## src/rtl/seg7_pkg.sv

```systemverilog
// seg7_pkg: shared definitions for the 7-segment display path.
//   SEG_HEX_0..SEG_HEX_F : active-low segment patterns (bit0=a .. bit6=g).
//                          The display driver uses the same constants.
//   scan_state_e         : sampling FSM states of the scan reader.
package seg7_pkg;

  localparam logic [6:0] SEG_HEX_0 = 7'h40;
  localparam logic [6:0] SEG_HEX_1 = 7'h79;
  localparam logic [6:0] SEG_HEX_2 = 7'h24;
  localparam logic [6:0] SEG_HEX_3 = 7'h30;
  localparam logic [6:0] SEG_HEX_4 = 7'h19;
  localparam logic [6:0] SEG_HEX_5 = 7'h12;
  localparam logic [6:0] SEG_HEX_6 = 7'h02;
  localparam logic [6:0] SEG_HEX_7 = 7'h78;
  localparam logic [6:0] SEG_HEX_8 = 7'h00;
  localparam logic [6:0] SEG_HEX_9 = 7'h10;
  localparam logic [6:0] SEG_HEX_A = 7'h08;
  localparam logic [6:0] SEG_HEX_B = 7'h03;
  localparam logic [6:0] SEG_HEX_C = 7'h27;
  localparam logic [6:0] SEG_HEX_D = 7'h21;
  localparam logic [6:0] SEG_HEX_E = 7'h06;
  localparam logic [6:0] SEG_HEX_F = 7'h0E;

  typedef enum logic {
    S_WAIT = 1'b0,
    S_HELD = 1'b1
  } scan_state_e;

endpackage

```

## src/rtl/seg7_pattern_decoder.sv

```systemverilog
// seg7_pattern_decoder: combinational inverse of the segment encoding.
//   seg_i[6:0]    in  active-low segment pattern
//   nibble_o[3:0] out decoded hex value (0 when hit_o is low)
//   hit_o         out pattern is one of the sixteen legal glyphs
module seg7_pattern_decoder
  import seg7_pkg::*;
(
  input  logic [6:0] seg_i,
  output logic [3:0] nibble_o,
  output logic       hit_o
);

  always_comb begin
    nibble_o = 4'h0;
    hit_o    = 1'b1;
    case (seg_i)
      SEG_HEX_0: nibble_o = 4'h0;
      SEG_HEX_1: nibble_o = 4'h1;
      SEG_HEX_2: nibble_o = 4'h2;
      SEG_HEX_3: nibble_o = 4'h3;
      SEG_HEX_4: nibble_o = 4'h4;
      SEG_HEX_5: nibble_o = 4'h5;
      SEG_HEX_6: nibble_o = 4'h6;
      SEG_HEX_7: nibble_o = 4'h7;
      SEG_HEX_8: nibble_o = 4'h8;
      SEG_HEX_9: nibble_o = 4'h9;
      SEG_HEX_A: nibble_o = 4'hA;
      SEG_HEX_B: nibble_o = 4'hB;
      SEG_HEX_C: nibble_o = 4'hC;
      SEG_HEX_D: nibble_o = 4'hD;
      SEG_HEX_E: nibble_o = 4'hE;
      SEG_HEX_F: nibble_o = 4'hF;
      default:   hit_o    = 1'b0;
    endcase
  end

endmodule

```

## src/rtl/seg7_scan_reader.sv

```systemverilog
// seg7_scan_reader: passive reader of a multiplexed active-low 7-segment bus.
// A bus value {an, seg} is sampled once after it has been stable for
// STABLE_CYCLES cycles; the addressed digit's nibble is then captured.
//   clk_pi         in  system clock
//   rst_n_pi       in  asynchronous active-low reset
//   seg_pi[6:0]    in  segment lines, active-low, bit0=a .. bit6=g
//   an_pi[3:0]     in  digit enables, active-low, digit k -> value_o[4k+3:4k]
//   clear_pi       in  synchronous clear of all captured state
//   value_o[15:0]  out recovered value, one nibble per digit
//   digit_valid_o  out per-digit captured flags for the current frame
//   frame_valid_o  out one-cycle pulse when all four digits are captured
//   pattern_err_o  out sticky: a non-decodable pattern was sampled
module seg7_scan_reader
  import seg7_pkg::*;
#(
  parameter int STABLE_CYCLES = 4
) (
  input  logic        clk_pi,
  input  logic        rst_n_pi,
  input  logic [6:0]  seg_pi,
  input  logic [3:0]  an_pi,
  input  logic        clear_pi,
  output logic [15:0] value_o,
  output logic [3:0]  digit_valid_o,
  output logic        frame_valid_o,
  output logic        pattern_err_o
);

  localparam int CW = $clog2(STABLE_CYCLES + 1);
  localparam logic [CW-1:0] CNT_MAX = CW'(STABLE_CYCLES);

  logic [10:0]   prev_q;
  logic [CW-1:0] cnt_q, cnt_d;
  scan_state_e   state_q;
  logic [15:0]   value_q, value_d;
  logic [3:0]    dv_q, dv_d;
  logic          frame_q, frame_d;
  logic          err_q, err_d;

  logic [10:0]   bus;
  logic          changed;
  logic          sample;
  logic          sel_vld;
  logic [1:0]    sel;
  logic [3:0]    nibble;
  logic          hit;

  assign bus     = {an_pi, seg_pi};
  assign changed = (bus != prev_q);

  always_comb begin
    if (changed)             cnt_d = '0;
    else if (cnt_q == CNT_MAX) cnt_d = CNT_MAX;
    else                     cnt_d = cnt_q + 1'b1;
  end

  // Sample on the edge where the count reaches the threshold, so the
  // captured value is visible one load edge plus STABLE_CYCLES edges later.
  assign sample = (state_q == S_WAIT) && (cnt_d == CNT_MAX);

  // Only a single active digit enable addresses a nibble.
  always_comb begin
    sel_vld = 1'b1;
    sel     = 2'd0;
    case (an_pi)
      4'hE:    sel = 2'd0;
      4'hD:    sel = 2'd1;
      4'hB:    sel = 2'd2;
      4'h7:    sel = 2'd3;
      default: sel_vld = 1'b0;
    endcase
  end

  seg7_pattern_decoder u_dec (
    .seg_i    (seg_pi),
    .nibble_o (nibble),
    .hit_o    (hit)
  );

  always_comb begin
    value_d = value_q;
    // The frame pulse cycle is the last one the completed flags are shown.
    dv_d    = frame_q ? 4'h0 : dv_q;
    err_d   = err_q;
    frame_d = 1'b0;
    if (sample && sel_vld) begin
      if (hit) begin
        value_d[{sel, 2'b00} +: 4] = nibble;
        dv_d[sel]                  = 1'b1;
        frame_d                    = &dv_d;
      end else begin
        err_d     = 1'b1;
        dv_d[sel] = 1'b0;
      end
    end
  end

  always_ff @(posedge clk_pi or negedge rst_n_pi) begin
    if (!rst_n_pi) begin
      prev_q  <= {4'hF, 7'h7F};
      cnt_q   <= '0;
      state_q <= S_WAIT;
      value_q <= '0;
      dv_q    <= '0;
      frame_q <= 1'b0;
      err_q   <= 1'b0;
    end else if (clear_pi) begin
      prev_q  <= bus;
      cnt_q   <= '0;
      state_q <= S_WAIT;
      value_q <= '0;
      dv_q    <= '0;
      frame_q <= 1'b0;
      err_q   <= 1'b0;
    end else begin
      prev_q  <= bus;
      cnt_q   <= cnt_d;
      value_q <= value_d;
      dv_q    <= dv_d;
      frame_q <= frame_d;
      err_q   <= err_d;
      case (state_q)
        S_WAIT:  if (sample)  state_q <= S_HELD;
        S_HELD:  if (changed) state_q <= S_WAIT;
        default: state_q <= S_WAIT;
      endcase
    end
  end

  assign value_o       = value_q;
  assign digit_valid_o = dv_q;
  assign frame_valid_o = frame_q;
  assign pattern_err_o = err_q;

endmodule
```

## config.mk

```make
export PLATFORM = sky130hd
export DESIGN_NAME = seg7_scan_reader
export DESIGN_NICKNAME = d
export VERILOG_FILES = /design/src/rtl/seg7_pkg.sv /design/src/rtl/seg7_pattern_decoder.sv /design/src/rtl/seg7_scan_reader.sv
export SDC_FILE = /design/constraint.sdc
export NUM_CORES = 1
export LEC_CHECK = 0
export CAP_MARGIN = 20
export CORE_UTILIZATION = 53
export DETAILED_ROUTE_END_ITERATION = 16
export GPL_TIMING_DRIVEN = 0
export PLACE_DENSITY = 0.86
export SYNTH_ARGS = -nofsm -noshare
export SYNTH_HDL_FRONTEND = slang
export SYNTH_SLANG_ARGS = --single-unit
```

## constraint.sdc

```tcl
create_clock -name clk_pi -period 2.8 [get_ports clk_pi]
set_clock_uncertainty 0.1 [all_clocks]
set_input_delay 0.56 -clock clk_pi [delete_from_list [all_inputs] [get_ports clk_pi]]
set_output_delay 0.56 -clock clk_pi [all_outputs]
set_load 0.005 [all_outputs]
```

==> results of run 1 <==
sequential cells by signal, indices dropped and copies added, names as in the netlist:
register       flops
cnt_q              3
digit_valid_o      4
frame_valid_o      1
pattern_err_o      1
prev_q            11
state_q            1
value_o           16
synthesized netlist by cell type, types with 3 or more instances:
cell	count
nand2_1	30
dfrtp_1	26
mux2i_1	16
xor2_1	16
nand2b_1	14
dfstp_2	11
nor2_1	11
ha_1	10
inv_1	9
nor3_1	8
nand3_1	7
nor4_1	7
a21oi_1	5
buf_2	5
a22o_1	4
and3_1	3
nand3_2	3
o21ai_0	3
logic make-up (layout without fill, tap and decap cells):
family | count (synthesis) | after routing
XOR/XNOR | 18 | 18
adder cells (fa/ha/maj) | 10 | 10
AO/OA/AOI/OAI | 26 | 26
flip-flops | 37 | 37
multiplexers | 16 | 16
AND/OR/NAND/NOR | 96 | 96
buffers and inverters | 20 | 63
worst reg2reg max path, cell delays in order (launching register included):
cell and delay [ns]:
dfrtp_1 0.40, ha_1 0.25, xnor2_1 0.14, o21ai_0 0.19, nand3_1 0.15, a211oi_2 0.26
buf_4 0.23, a31oi_2 0.16, a22o_1 0.27
final cells by class:
type / count / area [sq um] / area share (%)
Clock inverter: 1 / 30.0 / 1.10
Sequential cell: 37 / 940 / 34.4
Tap cell: 48 / 60.1 / 2.20
Clock buffer: 7 / 86.3 / 3.16
Timing Repair Buffer: 35 / 345 / 12.6
Inverter: 9 / 33.8 / 1.24
Buffer: 11 / 70.1 / 2.57
Multi-Input combinational cell: 166 / 1170 / 42.7
through the flow:
step / setup TNS, ns / std cells / setup WS [ns]
after global routing: -0.214 / 314 / -0.0977
final: 0 / 314 / 0.0936
after CTS: 0 / 314 / 0.0702
after detailed placement: -2.14 / 306 / -0.237
after global placement: -1.73 / 306 / -0.202
after floorplan: 0 / 223 / 0.682
worst paths after layout:
kind	to	slack, ns	cells after the start
setup / recovery	value_o[12]	0.09	7
hold / removal	cnt_q[0]	0.26	1
setup reg to reg	value_o[11]	0.54	8
hold reg to reg	cnt_q[0]	0.37	1
max in group asynchronous	value_o[2]	1.83	1
min in group clk_pi	cnt_q[0]	0.37	1
routing by layer:
| layer | up-vias | GRT usage (%) | part of all wire, % | wire length (um) |
|---|---|---|---|---|
| li1 | 865 | - | - | - |
| met1 | 884 | 32.0 | 44 | 2070 |
| met2 | 50 | 39.3 | 49 | 2280 |
| met3 | 10 | 5.69 | 4.4 | 203 |
| met4 | 0 | 8.24 | 2.2 | 104 |
| met5 | - | 0 | 0 | 0 |
power groups by stage:
stage	combinational, mW	clock (mW)	sequential (mW)
3_3_place_gp	0.136	0	0.562
4_1_cts	0.139	0.485	0.552
3_5_place_dp	0.138	0	0.562
2_1_floorplan	0.0820	0	0.562
6_report	0.145	0.475	0.552
5_1_grt	0.160	0.512	0.553
cell usage in the layout, fill, tap and decap left out, drive strengths merged:
cell type,Yosys,layout
bufinv,0,1
or3,2,2
xnor2,2,2
o22a,1,1
nor4b,1,1
clkbuf,2,9
buf,9,10
a311oi,1,1
o22ai,2,2
dfrtp,26,26
o31ai,1,1
a211oi,1,1
a21o,1,1
dfstp,11,11
and4,1,1
nand2b,14,14
mux2i,16,16
and3,3,3
and4b,1,1
a32oi,2,2
a22o,4,4
clkdlybuf4s50,0,34
nor3,8,8
a21boi,1,1
a21oi,5,5
nand2,30,30
xor2,16,16
ha,10,10
nor2b,1,1
o21ai,3,3
nor4,7,7
nor3b,2,2
o221ai,1,1
inv,9,9
a2bb2oi,1,1
nand3,10,10
a31oi,2,2
nor2,11,11
or2,2,2
nand4,3,3
==> flow_metrics.py, run 1 <==
metrics = {
    "logic_synthesis": {
        "synthArstFlopShare_pct": 100,
        "syn_inst": 223,
        "synth.ff_latch_count": 37,
        "synth_cell_types": 44,
        "yosysSeqAreaShare_pct": 42.9,
        "yosysTopAreaCellShare_pct": 29.7,
        "yosysTopAreaCell": "dfrtp_1",
        "synth_nets": 247,
        "synth-adder-area-share_pct": 5.72,
        "synth_xor_area_share_pct": 7.20,
        "synth-edff-count": 0,
        "synthTopCellsByArea": "dfrtp_1, dfstp_2, mux2i_1",
        "synth_simple_gate_area_share_pct": 23.2,
        "yosys_warnings": 0,
        "synthMuxAreaShare_pct": 7.32,
        "synth-compound-area-share_pct": 8.86,
        "synth_top_family_by_area": "simple AND/OR/NAND/NOR gates",
        "synth_top_flop_cell": "dfrtp_1",
        "syn-cell-area_sq_um": 2190,
        "avgSynthCellArea_sq_um": 9.81,
    },
    "floorplanning": {
        "num_rows": 22,
        "die_y_um": 66.3,
        "io_pins": 36,
        "dieWidth_um": 66.3,
        "initial_core_util_pct": 57.6,
        "coreArea_sq_um": 3800,
        "dieArea_sq_um": 4390,
    },
    "critical_path": {
        "slowest_delay_ns": 0.60,
        "reg2reg_from": "cnt_q[0]",
        "cp-end-kind": "flop",
        "slowest_stage": "clkdlybuf4s50_1",
        "crit_fanout": 7,
        "setup.worst_path.class": "in -> reg",
        "path_cells": "clkdlybuf4s50_1 > xor2_1 > nand3_1 > ha_1 > nor4_2 > nand2_1 > mux2i_1",
        "setup.worst_path.start": "an_pi[1]",
        "critPathBufInv": 1,
        "crit_family": "simple AND/OR/NAND/NOR gates",
        "cp-start-kind": "input port",
        "worst_ep_arrival_time_ns": 2.82,
        "cp.required_ns": 2.91,
    },
    "outcome": {
        "outcome": "completed",
    },
    "clock_tree": {
        "clock-root-buffer": "clkbuf_8",
        "clk_pin_slew_ns": 0.07,
        "cts-resized-gates": 0,
        "postCtsHoldBufs": 0,
        "clock_sinks": 37,
        "clock_latency_ns": 0.29,
        "numCtsBuffers": 5,
        "cts_setup_buffers": 0,
        "cts_tree": "yes",
        "clk_path_buf_depth": 2,
        "cts-htree-levels": 2,
    },
    "layout": {
        "area_delta_synth_final_pct": 24.8,
        "fin_area_sq_um": 2730,
        "final_util_pct": 71.9,
        "drive_above_1_share_pct": 13.9,
        "fin_nets": 289,
        "diodes": 0,
        "fillCellCount": 304,
    },
    "global_routing": {
        "gr-total-overflow": 0,
        "track_usage_pct": 24.4,
        "grt_pass1_vias": 1730,
        "antenna_found_initial": 0,
        "grt_max_degree": 38,
        "grt_pass1_wl_mm": 8.00,
    },
    "timing": {
        "fin_crit_sh_pct": 96.7,
        "drv_slew": 0,
        "final-setup-viol-count": 0,
        "holdWs_ns": 0.256,
        "hold_violations": 0,
        "fmax_ghz": 0.369,
        "slew_headroom_pct": 46.0,
        "worstMarginPinSlew_ns": 0.810,
        "rsz0062_at_grt": "yes",
        "layout_min_cycle_time_ns": 2.71,
    },
    "power": {
        "cellPowerDensity_nw_per_um2": 429,
        "switchingPower_mw": 0.276,
        "p_comb_share_pct": 12.4,
        "clockPowerShare_pct": 40.5,
        "p_leak_nw": 1.21,
        "switching_share_pct": 23.5,
        "ir_drop_uv": 211,
        "internal-power_mw": 0.896,
        "p_total_mw": 1.17,
        "seqPwrFrac_pct": 47.1,
    },
    "drt": {
        "ant_nets": 0,
        "wl_mm": 4.66,
        "first_iter_violations": 131,
        "wire_per_inst_um": 14.9,
        "drc_errors": 0,
        "vias": 1809,
        "vias_per_cell": 5.76,
        "dr.pass1.iters": 4,
    },
    "job": {
        "cap_viol_max_count": 0,
    },
    "placement": {
        "gp_congestion": 0.866,
        "hpwl_mm": 3.38,
        "portBuffers": 35,
        "place_area_sq_um": 2590,
    },
    "hold_path": {
        "min_path_type": "in -> async",
    },
}
Note: power is estimated with default switching activity, not from simulation.
==> inputs of run 2 (changes only) <==
CAP_MARGIN = 40   (was 20)
==> results of run 2 <==
No change in the layout: final DEF, timing and power equal those of run 1.
==> inputs of run 3 (changes only) <==
CORE_UTILIZATION = 55   (was 53)
CTS_BUF_LIST = sky130_fd_sc_hd__clkbuf_4   (was not set)
PLACE_DENSITY = 0.89   (was 0.86)
==> run 3 against run 2 <==
Global-route usage decreased by 0.50 points. Setup slack gained 0.13 ns. Non-clock buffer count is the same. Cell count did not move. Fmax is 5.0% higher. Clock power shrank 40%. Clock-buffer cell count did not move. Critical endpoint is now value_o[13].
==> flow_metrics.py, run 3 (synthesized netlist as in run 1, its figures left out) <==
metrics = {
    "timing": {
        "rsz0062_at_grt": "no",
        "fmax_ghz": 0.388,
        "worstMarginPinSlew_ns": 0.798,
        "fin_ws_ns": 0.222,
        "holdWs_ns": 0.190,
        "drv_slew": 0,
        "fin_tns_setup_ns": 0,
        "hold_violations": 0,
        "final-setup-viol-count": 0,
        "layout_min_cycle_time_ns": 2.58,
        "slew_headroom_pct": 46.8,
        "fin_crit_sh_pct": 92.1,
    },
    "power": {
        "clockPowerShare_pct": 29.2,
        "p_leak_nw": 1.18,
        "p_total_mw": 0.981,
        "internal-power_mw": 0.720,
        "ir_drop_uv": 316,
        "switchingPower_mw": 0.260,
        "switching_share_pct": 26.5,
        "seqPwrFrac_pct": 56.3,
        "p_comb_share_pct": 14.4,
        "cellPowerDensity_nw_per_um2": 368,
    },
    "layout": {
        "fin_nets": 289,
        "mostFrequentLayoutCell": "clkdlybuf4s50_1",
        "largest_reg_flops": 16,
        "area_delta_synth_final_pct": 21.7,
        "diodes": 0,
        "fin_cells": 314,
        "drive_above_1_share_pct": 13.9,
        "fillCellCount": 306,
        "fin_area_sq_um": 2660,
        "final_util_pct": 71.1,
        "final_cell_mix": "clkdlybuf4s50_1, nand2_1, dfrtp_1, xor2_1, mux2i_1",
    },
    "critical_path": {
        "cp-end-kind": "flop",
        "worst_ep_arrival_time_ns": 2.75,
        "reg2reg_from": "cnt_q[0]",
        "setup.worst_path.class": "in -> reg",
        "cp-start-kind": "input port",
        "setup.worst_path.start": "an_pi[1]",
        "cp.required_ns": 2.97,
        "crit_fanout": 7,
    },
    "drt": {
        "vias": 1812,
        "vias_per_cell": 5.77,
        "wire_per_inst_um": 14.6,
        "dr.pass1.iters": 4,
        "first_iter_violations": 90,
        "ant_nets": 0,
        "drc_errors": 0,
        "wl_mm": 4.60,
    },
    "clock_tree": {
        "cts_tree": "yes",
        "clock_latency_ns": 0.34,
        "numCtsBuffers": 5,
        "clock-root-buffer": "clkbuf_4",
        "clk_pin_slew_ns": 0.10,
        "clk_path_buf_depth": 2,
        "cts-htree-levels": 2,
        "clock_sinks": 37,
        "cts_setup_buffers": 0,
    },
    "placement": {
        "pre_cts_slack_ns": -0.245,
        "place_inst": 306,
        "hpwl_mm": 3.34,
        "portBuffers": 35,
        "place_area_sq_um": 2590,
        "gp_congestion": 0.886,
    },
    "global_routing": {
        "gr-usage-met2_pct": 37.9,
        "grt_max_degree": 38,
        "grt_pass1_vias": 1631,
        "use_met3_pct": 5.99,
        "antenna_found_initial": 0,
        "top_usage_layer": "met2",
        "gr-total-overflow": 0,
        "grt.met1_usage_pct": 31.1,
        "track_usage_pct": 23.9,
        "grt_pass1_wl_mm": 7.55,
    },
    "floorplanning": {
        "num_rows": 22,
        "dieWidth_um": 65.1,
        "die_y_um": 65.1,
        "dieArea_sq_um": 4230,
        "coreArea_sq_um": 3740,
        "io_pins": 36,
        "initial_core_util_pct": 58.5,
    },
    "outcome": {
        "outcome": "completed",
    },
    "hold_path": {
        "min_path_type": "in -> async",
    },
    "job": {
        "cap_viol_max_count": 0,
    },
}
run 3: cell types whose count changed in the layout (fill, tap and decap cells not counted):
cell       before  now
clkbuf_4        0    7
clkbuf_8        6    0
bufinv_16       1    0
clkbuf_1        3    2
clkinv_1        0    1
nor4_2          1    2
nor4_4          1    0
run 3: metal layers:
metal  vias to the layer above  share of wire (%)
li1                        861                  -
met4                         0                1.7
met2                        70                 49
met3                         9                5.8
met5                         -                  0
met1                       872                 44
run 3: worst paths after layout:
check	to	slack, ns	cells after the start
worst max-delay path	value_o[13]	0.22	7
worst min-delay path	cnt_q[2]	0.19	1
worst max register to register	value_o[10]	0.56	8
worst min register to register	cnt_q[0]	0.39	1
max in group asynchronous	value_o[7]	1.91	1
min in group clk_pi	cnt_q[0]	0.39	1
run 3: power by group through the flow:
stage | clock network (mW) | registers [mW] | logic (mW)
2_1_floorplan | 0 | 0.562 | 0.0820
3_3_place_gp | 0 | 0.562 | 0.134
3_5_place_dp | 0 | 0.562 | 0.138
4_1_cts | 0.293 | 0.552 | 0.139
5_1_grt | 0.321 | 0.553 | 0.156
6_report | 0.287 | 0.552 | 0.142
run 3: repair_timing:
item	CTS	global route
endpoints found under the setup margin	0	8
resized for setup	0	2
hold buffers	0	0
run 3: final cells by class:
type	instances	area [sq um]	area share, %
multi-input cells	166	1160	43.5
inverters	9	33.8	1.27
clock buffers	7	52.6	1.97
flip-flops and latches	37	940	35.3
repair buffers	35	345	13.0
plain buffers	11	70.1	2.63
well taps	48	60.1	2.26
clock inverters	1	3.75	0.141
run 3: worst max-delay path, cell delays in order:
cell	delay, ns
clkdlybuf4s50_1	0.63
xor2_1	0.19
nand3_1	0.26
ha_1	0.43
nor4_2	0.41
nand2_1	0.12
mux2i_1	0.15
